$ cat config.mk
export PLATFORM = sky130hd
export DESIGN_NAME = fetch_queue_unit_flat
export DESIGN_NICKNAME = d
export VERILOG_FILES = /design/src/rtl/fetch_queue_unit_if.sv /design/src/rtl/fetch_queue_unit.sv /design/src/flat_wrapper.sv
export SDC_FILE = /design/constraint.sdc
export NUM_CORES = 1
export LEC_CHECK = 0
export ABC_AREA = 0
export CORE_AREA = 2 2 176 212
export CTS_BUF_LIST = sky130_fd_sc_hd__clkbuf_2 sky130_fd_sc_hd__clkbuf_4 sky130_fd_sc_hd__clkbuf_8
export CTS_CLUSTER_DIAMETER = 40
export DETAILED_ROUTE_END_ITERATION = 7
export DIE_AREA = 0 0 178 214
export PLACE_DENSITY = 0.71
export REMOVE_ABC_BUFFERS = 1
export SLEW_MARGIN = 30
export SYNTH_ARGS = -nofsm -noshare
export SYNTH_HDL_FRONTEND = slang
export SYNTH_SLANG_ARGS = --single-unit
$ cat constraint.sdc
create_clock -name clk -period 2.9 [get_ports clk]
set_clock_uncertainty 0.2 [all_clocks]
set_input_delay 0.435 -clock clk [delete_from_list [all_inputs] [get_ports clk]]
set_output_delay 0.435 -clock clk [all_outputs]
set_load 0.01 [all_outputs]
$ cat src/rtl/fetch_queue_unit_if.sv
// Fetch-side bus bundle: instruction-memory read port plus the decode handshake.
// The fetch unit connects as master; memory/decode environment connects as slave.
interface fetch_queue_unit_if #(
  parameter int DATA_W = 32,
  parameter int ADDR_W = 32
);
  logic              imem_req;
  logic [ADDR_W-1:0] imem_addr;
  logic [DATA_W-1:0] imem_rdata;
  logic              ir_valid;
  logic              ir_ready;
  logic [DATA_W-1:0] ir_instr;
  logic [ADDR_W-1:0] ir_pc;
  logic [ADDR_W-1:0] ir_pc_next;

  modport master (
    output imem_req, imem_addr,
    input  imem_rdata,
    output ir_valid, ir_instr, ir_pc, ir_pc_next,
    input  ir_ready
  );

  modport slave (
    input  imem_req, imem_addr,
    output imem_rdata,
    input  ir_valid, ir_instr, ir_pc, ir_pc_next,
    output ir_ready
  );
endinterface

$ cat src/rtl/fetch_queue_unit.sv
// Prefetching fetch stage: issues word reads to a 1-cycle synchronous
// instruction memory and buffers {instr, pc} pairs in a DEPTH-entry FIFO
// feeding decode through a valid/ready handshake. Redirect flushes the
// queue and drops any response still in flight.
module fetch_queue_unit #(
  parameter int                 DATA_W    = 32,
  parameter int                 ADDR_W    = 32,
  parameter int                 DEPTH     = 4,
  parameter logic [ADDR_W-1:0]  RESET_PC  = {ADDR_W{1'b0}},
  parameter logic [ADDR_W-1:0]  PC_STEP   = {{(ADDR_W-1){1'b0}}, 1'b1},
  parameter logic [DATA_W-1:0]  NOP_VALUE = {DATA_W{1'b0}}
) (
  input  logic                     clk,
  input  logic                     reset,
  input  logic                     fetch_en,
  input  logic                     redirect_valid,
  input  logic [ADDR_W-1:0]        redirect_pc,
  output logic [$clog2(DEPTH):0]   fifo_count,
  fetch_queue_unit_if.master       bus
);
  localparam int PTR_W = $clog2(DEPTH);
  localparam int CNT_W = PTR_W + 1;
  localparam logic [PTR_W-1:0] PTR_ONE   = {{(PTR_W-1){1'b0}}, 1'b1};
  localparam logic [CNT_W:0]   DEPTH_EXT = (CNT_W + 1)'(DEPTH);

  logic [ADDR_W-1:0] fetch_pc_r;
  logic [ADDR_W-1:0] req_pc_r;
  logic              inflight_r;
  logic [PTR_W-1:0]  wr_ptr_r;
  logic [PTR_W-1:0]  rd_ptr_r;
  logic [CNT_W-1:0]  count_r;
  logic [DATA_W-1:0] instr_mem_r [DEPTH];
  logic [ADDR_W-1:0] pc_mem_r    [DEPTH];

  logic              ir_valid_s;
  logic              pop_s;
  logic              push_s;
  logic              req_s;
  logic [CNT_W:0]    occupancy_s;
  logic [CNT_W-1:0]  count_next_s;

  // Issue/pop/push decisions; redirect supersedes both pop and push, and
  // requests are held off while in reset or when the slot would overflow.
  always_comb begin
    ir_valid_s   = (count_r != {CNT_W{1'b0}});
    pop_s        = ir_valid_s & bus.ir_ready & ~redirect_valid;
    push_s       = inflight_r & ~redirect_valid;
    occupancy_s  = {1'b0, count_r}
                 + {{CNT_W{1'b0}}, inflight_r}
                 - {{CNT_W{1'b0}}, ir_valid_s & bus.ir_ready};
    req_s        = reset & fetch_en & ~redirect_valid & (occupancy_s < DEPTH_EXT);
    count_next_s = count_r
                 + {{PTR_W{1'b0}}, push_s}
                 - {{PTR_W{1'b0}}, pop_s};
  end

  // PC generation and the single outstanding-request tracker.
  always_ff @(posedge clk or negedge reset) begin
    if (!reset) begin
      fetch_pc_r <= RESET_PC;
      req_pc_r   <= {ADDR_W{1'b0}};
      inflight_r <= 1'b0;
    end else if (redirect_valid) begin
      fetch_pc_r <= redirect_pc;
      req_pc_r   <= req_pc_r;
      inflight_r <= 1'b0;
    end else begin
      inflight_r <= req_s;
      if (req_s) begin
        fetch_pc_r <= fetch_pc_r + PC_STEP;
        req_pc_r   <= fetch_pc_r;
      end else begin
        fetch_pc_r <= fetch_pc_r;
        req_pc_r   <= req_pc_r;
      end
    end
  end

  // FIFO pointers and occupancy; pointers wrap naturally at DEPTH.
  always_ff @(posedge clk or negedge reset) begin
    if (!reset) begin
      wr_ptr_r <= {PTR_W{1'b0}};
      rd_ptr_r <= {PTR_W{1'b0}};
      count_r  <= {CNT_W{1'b0}};
    end else if (redirect_valid) begin
      wr_ptr_r <= {PTR_W{1'b0}};
      rd_ptr_r <= {PTR_W{1'b0}};
      count_r  <= {CNT_W{1'b0}};
    end else begin
      wr_ptr_r <= push_s ? (wr_ptr_r + PTR_ONE) : wr_ptr_r;
      rd_ptr_r <= pop_s  ? (rd_ptr_r + PTR_ONE) : rd_ptr_r;
      count_r  <= count_next_s;
    end
  end

  // FIFO storage; contents only matter where count_r marks them occupied.
  always_ff @(posedge clk) begin
    if (push_s) begin
      instr_mem_r[wr_ptr_r] <= bus.imem_rdata;
      pc_mem_r[wr_ptr_r]    <= req_pc_r;
    end
  end

  // Head presentation and memory request outputs.
  always_comb begin
    bus.imem_req  = req_s;
    bus.imem_addr = fetch_pc_r;
    bus.ir_valid  = ir_valid_s;
    if (ir_valid_s) begin
      bus.ir_instr   = instr_mem_r[rd_ptr_r];
      bus.ir_pc      = pc_mem_r[rd_ptr_r];
      bus.ir_pc_next = pc_mem_r[rd_ptr_r] + PC_STEP;
    end else begin
      bus.ir_instr   = NOP_VALUE;
      bus.ir_pc      = {ADDR_W{1'b0}};
      bus.ir_pc_next = {ADDR_W{1'b0}};
    end
  end

  assign fifo_count = count_r;
endmodule

$ cat src/flat_wrapper.sv
// flat-port wrapper written by rule: the top's interface ports become plain ports
module fetch_queue_unit_flat 
#(
  parameter int                 DATA_W    = 32,
  parameter int                 ADDR_W    = 32,
  parameter int                 DEPTH     = 4,
  parameter logic [ADDR_W-1:0]  RESET_PC  = {ADDR_W{1'b0}},
  parameter logic [ADDR_W-1:0]  PC_STEP   = {{(ADDR_W-1){1'b0}}, 1'b1},
  parameter logic [DATA_W-1:0]  NOP_VALUE = {DATA_W{1'b0}}
)
  (clk, reset, fetch_en, redirect_valid, redirect_pc, fifo_count, bus_imem_req, bus_imem_addr, bus_imem_rdata, bus_ir_valid, bus_ir_instr, bus_ir_pc, bus_ir_pc_next, bus_ir_ready);
  fetch_queue_unit_if #(.DATA_W(DATA_W), .ADDR_W(ADDR_W)) bus_i ();
  input  logic clk;
  input  logic reset;
  input  logic fetch_en;
  input  logic redirect_valid;
  input  logic [ADDR_W-1:0] redirect_pc;
  output logic [$clog2(DEPTH):0] fifo_count;
  output wire logic [$bits(bus_i.imem_req)-1:0] bus_imem_req;
  output wire logic [$bits(bus_i.imem_addr)-1:0] bus_imem_addr;
  input wire logic [$bits(bus_i.imem_rdata)-1:0] bus_imem_rdata;
  output wire logic [$bits(bus_i.ir_valid)-1:0] bus_ir_valid;
  output wire logic [$bits(bus_i.ir_instr)-1:0] bus_ir_instr;
  output wire logic [$bits(bus_i.ir_pc)-1:0] bus_ir_pc;
  output wire logic [$bits(bus_i.ir_pc_next)-1:0] bus_ir_pc_next;
  input wire logic [$bits(bus_i.ir_ready)-1:0] bus_ir_ready;
  assign bus_imem_req = bus_i.imem_req;
  assign bus_imem_addr = bus_i.imem_addr;
  assign bus_i.imem_rdata = bus_imem_rdata;
  assign bus_ir_valid = bus_i.ir_valid;
  assign bus_ir_instr = bus_i.ir_instr;
  assign bus_ir_pc = bus_i.ir_pc;
  assign bus_ir_pc_next = bus_i.ir_pc_next;
  assign bus_i.ir_ready = bus_ir_ready;
  fetch_queue_unit #(.DATA_W(DATA_W), .ADDR_W(ADDR_W), .DEPTH(DEPTH), .RESET_PC(RESET_PC), .PC_STEP(PC_STEP), .NOP_VALUE(NOP_VALUE)) u_core (.clk(clk), .reset(reset), .fetch_en(fetch_en), .redirect_valid(redirect_valid), .redirect_pc(redirect_pc), .fifo_count(fifo_count), .bus(bus_i));
endmodule
==> results.cfg <==
[synthesis]
synth.area.top_cells = edfxtp_1 (54%), dfrtp_1 (13%), mux4_2 (7.6%), nor2b_1 (2.9%), mux4_1 (2.8%)
syn_area_um2 = 14300
yosysMostFrequentCell = edfxtp_1
synthFlopType = edfxtp_1
netlist_instances = 892
ys_async_sr_fraction_pct = 22.0
ys_seq_area_share_pct = 66.6
synthDistinctLibCells = 45
synth_largest_area_cell = edfxtp_1
yosys.area.top_type_share_pct = 53.9
synth.avg_cell_area_um2 = 16.0
synth_edf_count = 256
synth-seq-cells = 328
synth_top_cells_by_count = edfxtp_1 (256), nor2_1 (81), dfrtp_1 (72)
ys_warn_count = 0

[layout]
final_cells = 1763
nNetsFinal = 1331
n_fill_cell = 2894
area_growth_pct = 35.0
drive_gt1_share_pct = 37.1

[worst_hold_path]
hp-start = redirect_pc[11]
hp-class = in2reg
min_to = u_core.bus.imem_addr[11]
holdPathStages = 3

[placement]
detailed_place_hpwl_um = 22500
dp.cells = 1620
gp_congestion = 0.800
preCtsSetupSlack_ns = -0.640
io_buffers = 201

[timing]
fin_crit_sh_pct = 126
setup_viol = 93
fin_ws_ns = -0.752
maxSlewViolCount = 0
hold_violations = 0
max_slew_margin_pct = 55.1
fmax_ghz = 0.274
fin_tns_setup_ns = -29.47
grt_setup_unrepaired = yes
worstMarginPinSlew_ns = 0.674
period_needed_ns = 3.65

[setup_path]
critPathArrivalTime_ns = 3.02
required_ns = 2.27
rr_endpoint = u_core.bus.imem_addr[29]
crit_family = simple AND/OR/NAND/NOR gates
worstSetupStartpointType = flop
crit_path_end_kind = output port
critPathKind = reg2out
reg2reg_depth = 9
r2r-start = u_core.fifo_count[0]
rrSetupSlack_ns = 0.18
cpPeakStageDelay_ns = 0.51
crit_buf_inv = 4
path_cells = buf_6 > clkbuf_16 > mux4_2 > nand4_4 > nor3b_4 > buf_4 > nand4_1 > xnor2_1 > nor2_1 > buf_2
crit_slowest_cell = dfrtp_4
path_max_fanout = 9
crit_cells = 10

[route]
highest-signal-layer = met4
wirelength_um = 33900
post_drt_wl_per_cell_um = 19.2
vias_per_cell = 5.16
drt_iter0_markers = 492
dr.pass1.iters = 4
wl_met2_um = 17700
drc = 0
wl_met3_um = 1490
drt-met1-wl_um = 13700
ant_nets = 0
vias = 9096

[cts]
cts_buffers = 52
htree_levels = 2
worstSkewPairLatency_ns = 0.60
clkTransAtPathRegs_ns = 0.06
clockBufferDepth = 3
cts_sinks = 328
cts_tree = done
cts_root_buf = clkbuf_8

[run]
maxCapViolCount = 0

[floorplanning]
initial_core_util_pct = 39.8
rows = 76
io_pins = 202
die-area_um2 = 38100
core-area_um2 = 35800
die_h_um = 214
die_w_um = 178

[global_routing]
grt_pass1_wl_um = 52400
grt_pass1_vias = 9429
grt_overflow = 0
grt_use_total_pct = 17.7
antenna_found_initial = 1
grt_max_degree = 73

[pwr]
powerDensity_nw_per_um2 = 795
ir_drop_v = 0.000365
p_leak_uw = 0.00690

[status]
status = finished with violations
violations = negative setup slack
==> kinds of logic (layout without fill, tap and decap cells) <==
group	Yosys count	count (layout)	share of synthesized area, %
AOI/OAI and AO/OA	67	67	3.56
xor gates and xnor gates	34	34	2.09
adders and majority gates	11	11	1.02
buffers and inverters	67	469	2.33
DFF	328	328	66.6
muxes	102	102	13.5
other	0	1	0
and+or+nand+nor	283	283	10.9
==> cells in the final DEF (no fill, tap or decap), types with 7 or more instances in the layout <==
cell type | Yosys | final
edfxtp_1 | 256 | 256
clkdlybuf4s50_1 | 0 | 103
buf_4 | 3 | 84
nor2_1 | 81 | 73
dfrtp_1 | 72 | 70
buf_2 | 13 | 64
mux4_2 | 48 | 63
nor2b_1 | 65 | 59
clkbuf_8 | 0 | 57
buf_6 | 5 | 54
mux2_2 | 34 | 34
a31oi_1 | 25 | 25
nand4_1 | 24 | 24
xor2_1 | 23 | 23
nand2_1 | 23 | 20
o31ai_1 | 20 | 20
or4_1 | 20 | 20
dlygate4sd2_1 | 0 | 19
buf_12 | 1 | 18
nand3_1 | 26 | 15
inv_1 | 16 | 13
clkbuf_4 | 0 | 13
clkinv_1 | 0 | 10
nor3_1 | 11 | 8
ha_1 | 10 | 8
xnor2_1 | 11 | 7
nand3_2 | 0 | 7
clkinv_2 | 0 | 7
==> worst reg2reg max path, stage by stage, from the launching register on <==
cell	delay, ns
dfrtp_1	0.43
buf_6	0.14
o31ai_4	0.27
mux2i_2	0.14
a31oi_4	0.23
mux2i_4	0.30
buf_4	0.23
buf_12	0.23
nor3_1	0.11
a221o_1	0.32
==> metrics by stage <==
stage          cell area, um2  hold slack [ns]  utilization, %  power, uW
2_1_floorplan           14000          -0.0606               -       8290
6_report                19200            0.195            53.7      15300
5_1_grt                 19200            0.200            53.7      16000
3_3_place_gp            17600            0.288            49.1      10900
4_1_cts                 18900            0.147            52.8      15200
3_5_place_dp            17600            0.303            49.1      11000
==> worst max-delay path by stage <==
stage | slack, ns | from | endpoint
after floorplan | -5.98 | u_core.fifo_count[2] | u_core.req_pc_r[0]
after global placement | -0.62 | u_core.rd_ptr_r[0] | bus_ir_pc_next[31]
after detailed placement | -0.64 | u_core.rd_ptr_r[0] | bus_ir_pc_next[31]
after CTS | -0.77 | u_core.rd_ptr_r[0] | bus_ir_pc_next[31]
after global routing | -0.83 | u_core.rd_ptr_r[0] | bus_ir_pc_next[31]
final | -0.75 | u_core.rd_ptr_r[0] | bus_ir_pc_next[29]
==> power by group <==
group	internal [uW]	total, uW	switching, uW
registers	5720	6160	441
clock network	2260	4080	1810
logic	2630	5070	2440
total	10600	15300	4690
==> state kept, by name, summed over array words and instances, names as in the netlist <==
register	cells
u_core.req_pc_r	32
u_core.wr_ptr_r	2
u_core.inflight_r	1
u_core.rd_ptr_r	2
u_core.pc_mem_r	128
u_core.instr_mem_r	128
u_core.bus.imem_addr	32
u_core.fifo_count	3
==> timing repair <==
action,in CTS,in global routing
buffers inserted,29,18
gates resized for setup,434,50
cloned,2,1
pin swaps,32,30
hold buffers,1,0
hold endpoints to repair,72,0
endpoints found under the setup margin,97,97
==> area by class of cell <==
| class | count | area [um2] | share of cell area (%) |
|---|---|---|---|
| clock buffers | 69 | 875 | 4.54 |
| inverters | 16 | 60.1 | 0.312 |
| multi-input cells | 497 | 4660 | 24.2 |
| clock inverters | 28 | 234 | 1.22 |
| diodes | 1 | 2.50 | 0.0130 |
| flip-flops and latches | 328 | 9500 | 49.3 |
| well taps | 468 | 586 | 3.04 |
| repair buffers | 356 | 3330 | 17.3 |
==> per-layer routing <==
layer  up-vias  track usage, %
met1      4605            22.1
met4         0            6.67
li1       4203               -
met2       224            30.6
met5         -               0
met3        64            3.14
Power figures use the tool's default switching activity.
